===== src/rtl/eth_rx_pkg.sv =====
// Shared Ethernet receive constants, FSM encoding and CRC/MAC helper functions.
package eth_rx_pkg;

  localparam logic [7:0]  ETH_PREAMBLE = 8'h55;
  localparam logic [7:0]  ETH_SFD      = 8'hD5;

  localparam logic [31:0] CRC_POLY     = 32'hEDB8_8320;
  localparam logic [31:0] CRC_INIT     = 32'hFFFF_FFFF;
  localparam logic [31:0] CRC_RESIDUE  = 32'hDEBB_20E3;

  localparam logic [47:0] BCAST_MAC    = 48'hFFFF_FFFF_FFFF;

  localparam int unsigned MAC_BYTES    = 6;
  // Bytes held back so the trailing FCS never reaches the consumer.
  localparam int unsigned DLY_DEPTH    = 5;

  localparam logic [1:0]  ST_IDLE      = 2'd0;
  localparam logic [1:0]  ST_PRE       = 2'd1;
  localparam logic [1:0]  ST_DATA      = 2'd2;
  localparam logic [1:0]  ST_DROP      = 2'd3;

  // Reflected CRC-32, one byte, LSB of the byte first.
  function automatic logic [31:0] crc32_next(input logic [31:0] crc, input logic [7:0] data);
    logic [31:0] c;
    c = crc;
    for (int i = 0; i < 8; i++) begin
      c = (c[0] ^ data[i]) ? ((c >> 1) ^ CRC_POLY) : (c >> 1);
    end
    return c;
  endfunction

  // Wire-order byte idx of a MAC address (idx 0 = mac[47:40]).
  function automatic logic [7:0] mac_byte(input logic [47:0] mac, input logic [2:0] idx);
    logic [47:0] sh;
    sh = mac << (8 * idx);
    return sh[47:40];
  endfunction

endpackage


===== src/rtl/crc32_d8.sv =====
// Byte-wide CRC-32 register with synchronous init and enable; shared by RX check and TX FCS.
module crc32_d8
  import eth_rx_pkg::*;
(
  input  logic        clk,
  input  logic        rst_n,
  input  logic        init,
  input  logic        en,
  input  logic [7:0]  data,
  output logic [31:0] crc
);

  logic [31:0] crc_nxt;

  assign crc_nxt = crc32_next(crc, data);

  // NOTE: state registers use <= so every flop samples pre-edge values together.
  always_ff @(posedge clk or negedge rst_n) begin
    if (!rst_n) begin
      crc <= '0;
    end else if (init) begin
      crc <= CRC_INIT;
    end else if (en) begin
      crc <= crc_nxt;
    end
  end

endmodule


===== src/rtl/gmii_rx_frame.sv =====
// GMII receive framer: strips preamble/SFD, checks FCS and destination MAC,
// streams dst..payload bytes with sop/eop and a per-frame verdict.
module gmii_rx_frame
  import eth_rx_pkg::*;
#(
  parameter bit          FILTER_EN = 1'b1,
  parameter int unsigned PRE_MIN   = 1,
  parameter int unsigned MIN_LEN   = 64,
  parameter int unsigned MAX_LEN   = 1518
) (
  input  logic        clk,
  input  logic        rst_n,
  input  logic        gmii_rx_dv,
  input  logic [7:0]  gmii_rxd,
  input  logic [47:0] local_mac,
  output logic        out_valid,
  output logic [7:0]  out_data,
  output logic        out_sop,
  output logic        out_eop,
  output logic        frame_done,
  output logic        frame_good,
  output logic        mac_hit,
  output logic [15:0] frame_len,
  output logic [15:0] good_cnt,
  output logic [15:0] bad_cnt
);

  logic [1:0]  state;
  logic        armed;
  logic [2:0]  pre_cnt;
  logic [15:0] len;
  logic        loc_eq;
  logic        bc_eq;
  logic [7:0]  dly [DLY_DEPTH];
  logic [2:0]  dly_cnt;
  logic        first_out;
  logic [31:0] crc;

  logic start_frame;
  logic data_beat;
  logic end_evt;
  logic dly_full;
  logic crc_ok;
  logic len_ok;
  logic hit_now;
  logic good_now;

  assign start_frame = (state == ST_PRE) && gmii_rx_dv && (gmii_rxd == ETH_SFD)
                       && (32'(pre_cnt) >= PRE_MIN);
  assign data_beat   = (state == ST_DATA) && gmii_rx_dv;
  assign end_evt     = (state == ST_DATA) && !gmii_rx_dv;
  assign dly_full    = (dly_cnt == 3'(DLY_DEPTH));

  assign crc_ok   = (crc == CRC_RESIDUE);
  assign len_ok   = (32'(len) >= MIN_LEN) && (32'(len) <= MAX_LEN);
  assign hit_now  = (32'(len) >= MAC_BYTES) && (loc_eq || bc_eq);
  assign good_now = crc_ok && len_ok && (hit_now || !FILTER_EN);

  crc32_d8 u_crc (
    .clk   (clk),
    .rst_n (rst_n),
    .init  (start_frame),
    .en    (data_beat),
    .data  (gmii_rxd),
    .crc   (crc)
  );

  // Receive state machine; after reset nothing is accepted until dv has been low.
  always_ff @(posedge clk or negedge rst_n) begin
    if (!rst_n) begin
      state   <= ST_IDLE;
      armed   <= 1'b0;
      pre_cnt <= '0;
    end else begin
      if (!gmii_rx_dv) armed <= 1'b1;
      case (state)
        ST_IDLE: begin
          if (gmii_rx_dv && armed) begin
            if (gmii_rxd == ETH_PREAMBLE) begin
              state   <= ST_PRE;
              pre_cnt <= 3'd1;
            end else begin
              state <= ST_DROP;
            end
          end
        end
        ST_PRE: begin
          if (!gmii_rx_dv) begin
            state <= ST_IDLE;
          end else if (gmii_rxd == ETH_PREAMBLE) begin
            if (pre_cnt != 3'd7) pre_cnt <= pre_cnt + 3'd1;
          end else if (start_frame) begin
            state <= ST_DATA;
          end else begin
            state <= ST_DROP;
          end
        end
        ST_DATA: if (!gmii_rx_dv) state <= ST_IDLE;
        ST_DROP: if (!gmii_rx_dv) state <= ST_IDLE;
        default: state <= ST_IDLE;
      endcase
    end
  end

  // Length and destination-address tracking for the frame in flight.
  always_ff @(posedge clk or negedge rst_n) begin
    if (!rst_n) begin
      len    <= '0;
      loc_eq <= 1'b0;
      bc_eq  <= 1'b0;
    end else if (start_frame) begin
      len    <= '0;
      loc_eq <= 1'b1;
      bc_eq  <= 1'b1;
    end else if (data_beat) begin
      if (len != 16'hFFFF) len <= len + 16'd1;
      if (32'(len) < MAC_BYTES) begin
        loc_eq <= loc_eq && (gmii_rxd == mac_byte(local_mac, len[2:0]));
        bc_eq  <= bc_eq  && (gmii_rxd == mac_byte(BCAST_MAC, len[2:0]));
      end
    end
  end

  // Delay line: a byte is released only once five newer bytes exist, so the
  // four FCS bytes (plus the eop byte) are still inside it at END.
  // NOTE: the 5-entry delay line is plain flops, not RAM, so it takes the async reset.
  always_ff @(posedge clk or negedge rst_n) begin
    if (!rst_n) begin
      for (int i = 0; i < DLY_DEPTH; i++) dly[i] <= '0;
      dly_cnt   <= '0;
      first_out <= 1'b0;
      out_valid <= 1'b0;
      out_data  <= '0;
      out_sop   <= 1'b0;
      out_eop   <= 1'b0;
    end else begin
      out_valid <= 1'b0;
      out_sop   <= 1'b0;
      out_eop   <= 1'b0;
      if (start_frame) begin
        dly_cnt   <= '0;
        first_out <= 1'b1;
      end else if (data_beat) begin
        dly[0] <= gmii_rxd;
        for (int i = 1; i < DLY_DEPTH; i++) dly[i] <= dly[i-1];
        if (dly_full) begin
          out_valid <= 1'b1;
          out_data  <= dly[DLY_DEPTH-1];
          out_sop   <= first_out;
          first_out <= 1'b0;
        end else begin
          dly_cnt <= dly_cnt + 3'd1;
        end
      end else if (end_evt) begin
        dly_cnt   <= '0;
        first_out <= 1'b0;
        if (dly_full) begin
          out_valid <= 1'b1;
          out_data  <= dly[DLY_DEPTH-1];
          out_sop   <= first_out;
          out_eop   <= 1'b1;
        end
      end
    end
  end

  // Verdict and saturating statistics, all updated on the END edge.
  always_ff @(posedge clk or negedge rst_n) begin
    if (!rst_n) begin
      frame_done <= 1'b0;
      frame_good <= 1'b0;
      mac_hit    <= 1'b0;
      frame_len  <= '0;
      good_cnt   <= '0;
      bad_cnt    <= '0;
    end else begin
      frame_done <= 1'b0;
      if (end_evt) begin
        frame_done <= 1'b1;
        frame_good <= good_now;
        mac_hit    <= hit_now;
        frame_len  <= len;
        if (good_now) begin
          if (good_cnt != 16'hFFFF) good_cnt <= good_cnt + 16'd1;
        end else begin
          if (bad_cnt != 16'hFFFF) bad_cnt <= bad_cnt + 16'd1;
        end
      end
    end
  end

endmodule


===== config.mk =====
export PLATFORM = sky130hd
export DESIGN_NAME = gmii_rx_frame
export DESIGN_NICKNAME = d
export VERILOG_FILES = /design/src/rtl/eth_rx_pkg.sv /design/src/rtl/crc32_d8.sv /design/src/rtl/gmii_rx_frame.sv
export SDC_FILE = /design/constraint.sdc
export NUM_CORES = 1
export LEC_CHECK = 0
export ABC_AREA = 1
export CORE_MARGIN = 3
export CORE_UTILIZATION = 56
export DETAILED_ROUTE_END_ITERATION = 16
export GPL_TIMING_DRIVEN = 0
export PLACE_DENSITY = 0.92
export SKIP_CTS_REPAIR_TIMING = 1
export SYNTH_ARGS = -nofsm -noshare
export SYNTH_HDL_FRONTEND = slang
export SYNTH_SLANG_ARGS = --single-unit
export TNS_END_PERCENT = 10

===== constraint.sdc =====
create_clock -name clk -period 2.3 [get_ports clk]
set_input_delay 0.23 -clock clk [delete_from_list [all_inputs] [get_ports clk]]
set_output_delay 0.23 -clock clk [all_outputs]
set_load 0.03 [all_outputs]

==> summary.md <==
| Metric | Value |
|---|---|
| Async SR Flop Fraction | between 90% and 100% |
| First-pass GRT wire length | 41100 um |
| Max VDD drop | between 700 and 800 uV |
| Net Sw Power | 6250 uW |
| Synth Warn # | 0 |
| Worst R2R End | len[10]$_DFFE_PN0P_ |
| Kind of critical path | flop to flop |
| Clk_skew | between 9 and 10 ps |
| Crit Reg-Reg Startpoint | len[1]$_DFFE_PN0P_ |
| Slack of the worst reg-to-reg path | 160 ps |
| Final wirelength | 24800 um |
| Final period utilization | 93.2% |
| Setup violators final | 0 |
| Vias in the first global route | around 8400 |
| Gate power share | between 40% and 50% |
| Leakage | 0.00555 uW |
| Io pins | around 120 |
| Fraction of layout cells with a size suffix above 1 | a little under a tenth |
| Nets | about 1400 |
| Clock-pin slew on the worst setup and hold paths | around 70 ps |
| Area grow syn2layout | 22.9% |
| RSZ-0062 raised after global routing | no |
| Port Buf Inserts | between 100 and 150 |
| #FFs+latches synth | approximately 160 |
| Final Hold Slack | ~320 ps |
| TritonCTS clock tree | built |
| Initial Util | 58.1% |
| Syn avg cell area | 7.82 um^2 |
| Antenna cell count | 0 |
| DIE AREA | approximately 0.018 mm^2 |
| Internal | between 8000 and 9000 uW |
| Vias per cell | 5.61 |
| Die width | 135 um |
| Largest area contributor in the netlist | dfrtp_1 |
| Post-synth top cells | 397 x nand2_1, 162 x dfrtp_1, 125 x inv_1 |
| CP max FO | 10 |
| Drt wl/cell | between 15 and 20 um |
| Worst slew pin tran | about 840 ps |
| Number of fill cells | 1183 |
| Number of remaining DRC errors | 0 |
| Max clock buf depth | 2 |
| Worst skew pair latency | approximately 430 ps |
| Final Hold Fails | 0 |
| Most numerous cell in the Yosys netlist | nand2_1 |
| Number of synthesized flops with an enable pin | 0 |
| Status | finished, final reports clean |
| Mapped cell area | 0.00936 mm^2 |
| Dpl hpwl | between 15000 and 20000 um |
| Number of H-tree levels | 4 |
| Overall routing resource usage | between 20 and 30% |
| Clock Sinks | roughly 160 |
| Vias | 8795 |
| Rel. slew slack | between 40% and 50% |
| CTS Root Cell | clkbuf_16 |
| Post-synthesis cell count | ~1200 |
| Fin crit period | approximately 2100 ps |
| Core area | roughly 0.016 mm^2 |
| MaxCap Viol Count | 0 |
| Drt pass-1 iters | 6 |
| Worst reg2reg path depth | 9 |
| Finished Core Util | 71.4% |
| Pwr dens | roughly 1300 mW/mm^2 |
| Design area | 0.0115 mm^2 |
| Req. time, crit path | 2580 ps |
| Sequential share of power | about a third |
| GR Overflow Total | 0 |
| Startpoint types | flop |
| Type of the most critical hold path | primary input to async pin |
| Mapped Nets | roughly 1300 |
| Most used DFF post-synth | dfrtp_1 |
| Sw Ratio | about 43% |
| Seq/Total Area, Yosys | 43.3% |
| Largest net degree at the start of global routing | 99 |
| Placement Cell Area | 0.0109 mm^2 |
| CP endpoint kind | flop |
| Cell variety after synth | 53 |
| Fmax | ~470 MHz |
| Clock power frac | between 20% and 30% |
| Die height | between 100 and 150 um |
| Synth top area cells | dfrtp_1 43%, nand2_1 16%, xor2_1 5.4% |
| TritonCTS buffer count | 17 |
| Final GP Congestion | approximately 1 |
| Top cell type's share of synthesized area | 43.3% |
| CP Data Arrival Time | about 2400 ps |
| Antenna violations before repair | 0 |
| Count of final max-slew check failures | 0 |
| Row cnt | between 40 and 50 |
| ANT nets after route | 0 |
| 1st-iter DRT viols | ~750 |
| Setup TNS Final | 0 ps |
## routing by layer
metal  wire length, um  vias up  global-route usage [%]
met2             11900      458                    45.4
li1                  -     4094                       -
met3              2100       68                    5.16
met1             10100     4175                    36.7
met4               722        0                    10.5
met5                 0        -                       0
## worst max path at each step
stage,startpoint,end,slack [ps],cells past startpoint
floorplan,good_cnt[0]$_DFFE_PN0P_,good_cnt[11]$_DFFE_PN0P_,380,9
global placement,rst_n,u_crc.crc[27]$_DFFE_PN0P_,-5470,1
detailed placement,gmii_rxd[5],len[10]$_DFFE_PN0P_,-110,11
CTS,len[1]$_DFFE_PN0P_,len[10]$_DFFE_PN0P_,120,9
global route,len[0]$_DFFE_PN0P_,len[10]$_DFFE_PN0P_,40,9
finish,len[1]$_DFFE_PN0P_,len[10]$_DFFE_PN0P_,160,9
## power groups by stage
| stage | clock, uW | combinational (uW) | sequential [uW] |
|---|---|---|---|
| finish | 3020 | 6920 | 4550 |
| global route | 3150 | 7610 | 4640 |
| CTS | 3010 | 6830 | 4520 |
| detailed placement | 0 | 6750 | 4550 |
| global placement | 0 | 6490 | 4520 |
| floorplan | 0 | 4700 | 4760 |
## flip-flops by register name (all words and copies together) (netlist names), 2 cells and up
name,flops
frame_len,16
bad_cnt,16
len,16
pre_cnt,3
dly,40
u_crc.crc,32
state,2
out_data,8
dly_cnt,3
good_cnt,16
## critical path: stages (launching register included)
cell,delay (ps)
dfrtp_1,370
ha_2,300
nand3_1,190
nor2_2,220
nand3_2,120
a21oi_4,340
inv_4,70
buf_2,200
nand2_1,90
o21ai_0,110
## stage by stage
step / power, uW / setup slack (ps) / std cells
after floorplan: 9460 / 380 / 1197
after detailed placement: 11300 / -109 / 1534
after global placement: 11000 / -5470 / 1533
after CTS: 14400 / 117 / 1566
final: 14500 / 156 / 1567
after global routing: 15400 / 38.6 / 1567
## layout make-up
type                    instances  area, um^2  area share [%]
multi-input cells             859        4560            39.6
flip-flops and latches        162        4050            35.2
repair buffers                122        1240            10.8
inverters                     139         529            4.60
clock buffers                  22         484            4.21
well taps                     216         270            2.35
plain buffers                  37         216            1.88
clock inverters                10         146            1.27
## cell usage in the layout (no fill, tap or decap), types with 11 or more instances in the layout
cell             count
nor2_1              69
nand3_1             76
o22ai_1             19
nand4_1             21
xnor2_1             15
clkdlybuf4s50_1    119
xor2_1              58
inv_1              125
o21ai_0             69
nand2_1            397
nor3_1              25
buf_2               11
clkbuf_16           17
dfrtp_1            162
inv_2               11
clkbuf_1            13
## logic make-up (layout without fill, tap and decap cells)
| group | after synthesis | after routing | synth area share [%] |
|---|---|---|---|
| compound gates | 129 | 129 | 8.30 |
| fa+ha+maj | 9 | 9 | 1.20 |
| xor+xnor | 84 | 84 | 9.11 |
| buf+inv | 176 | 330 | 7.97 |
| mux | 1 | 1 | 0.107 |
| simple gates | 636 | 636 | 30.0 |
| flops | 162 | 162 | 43.3 |
Power figures use the tool's default switching activity.
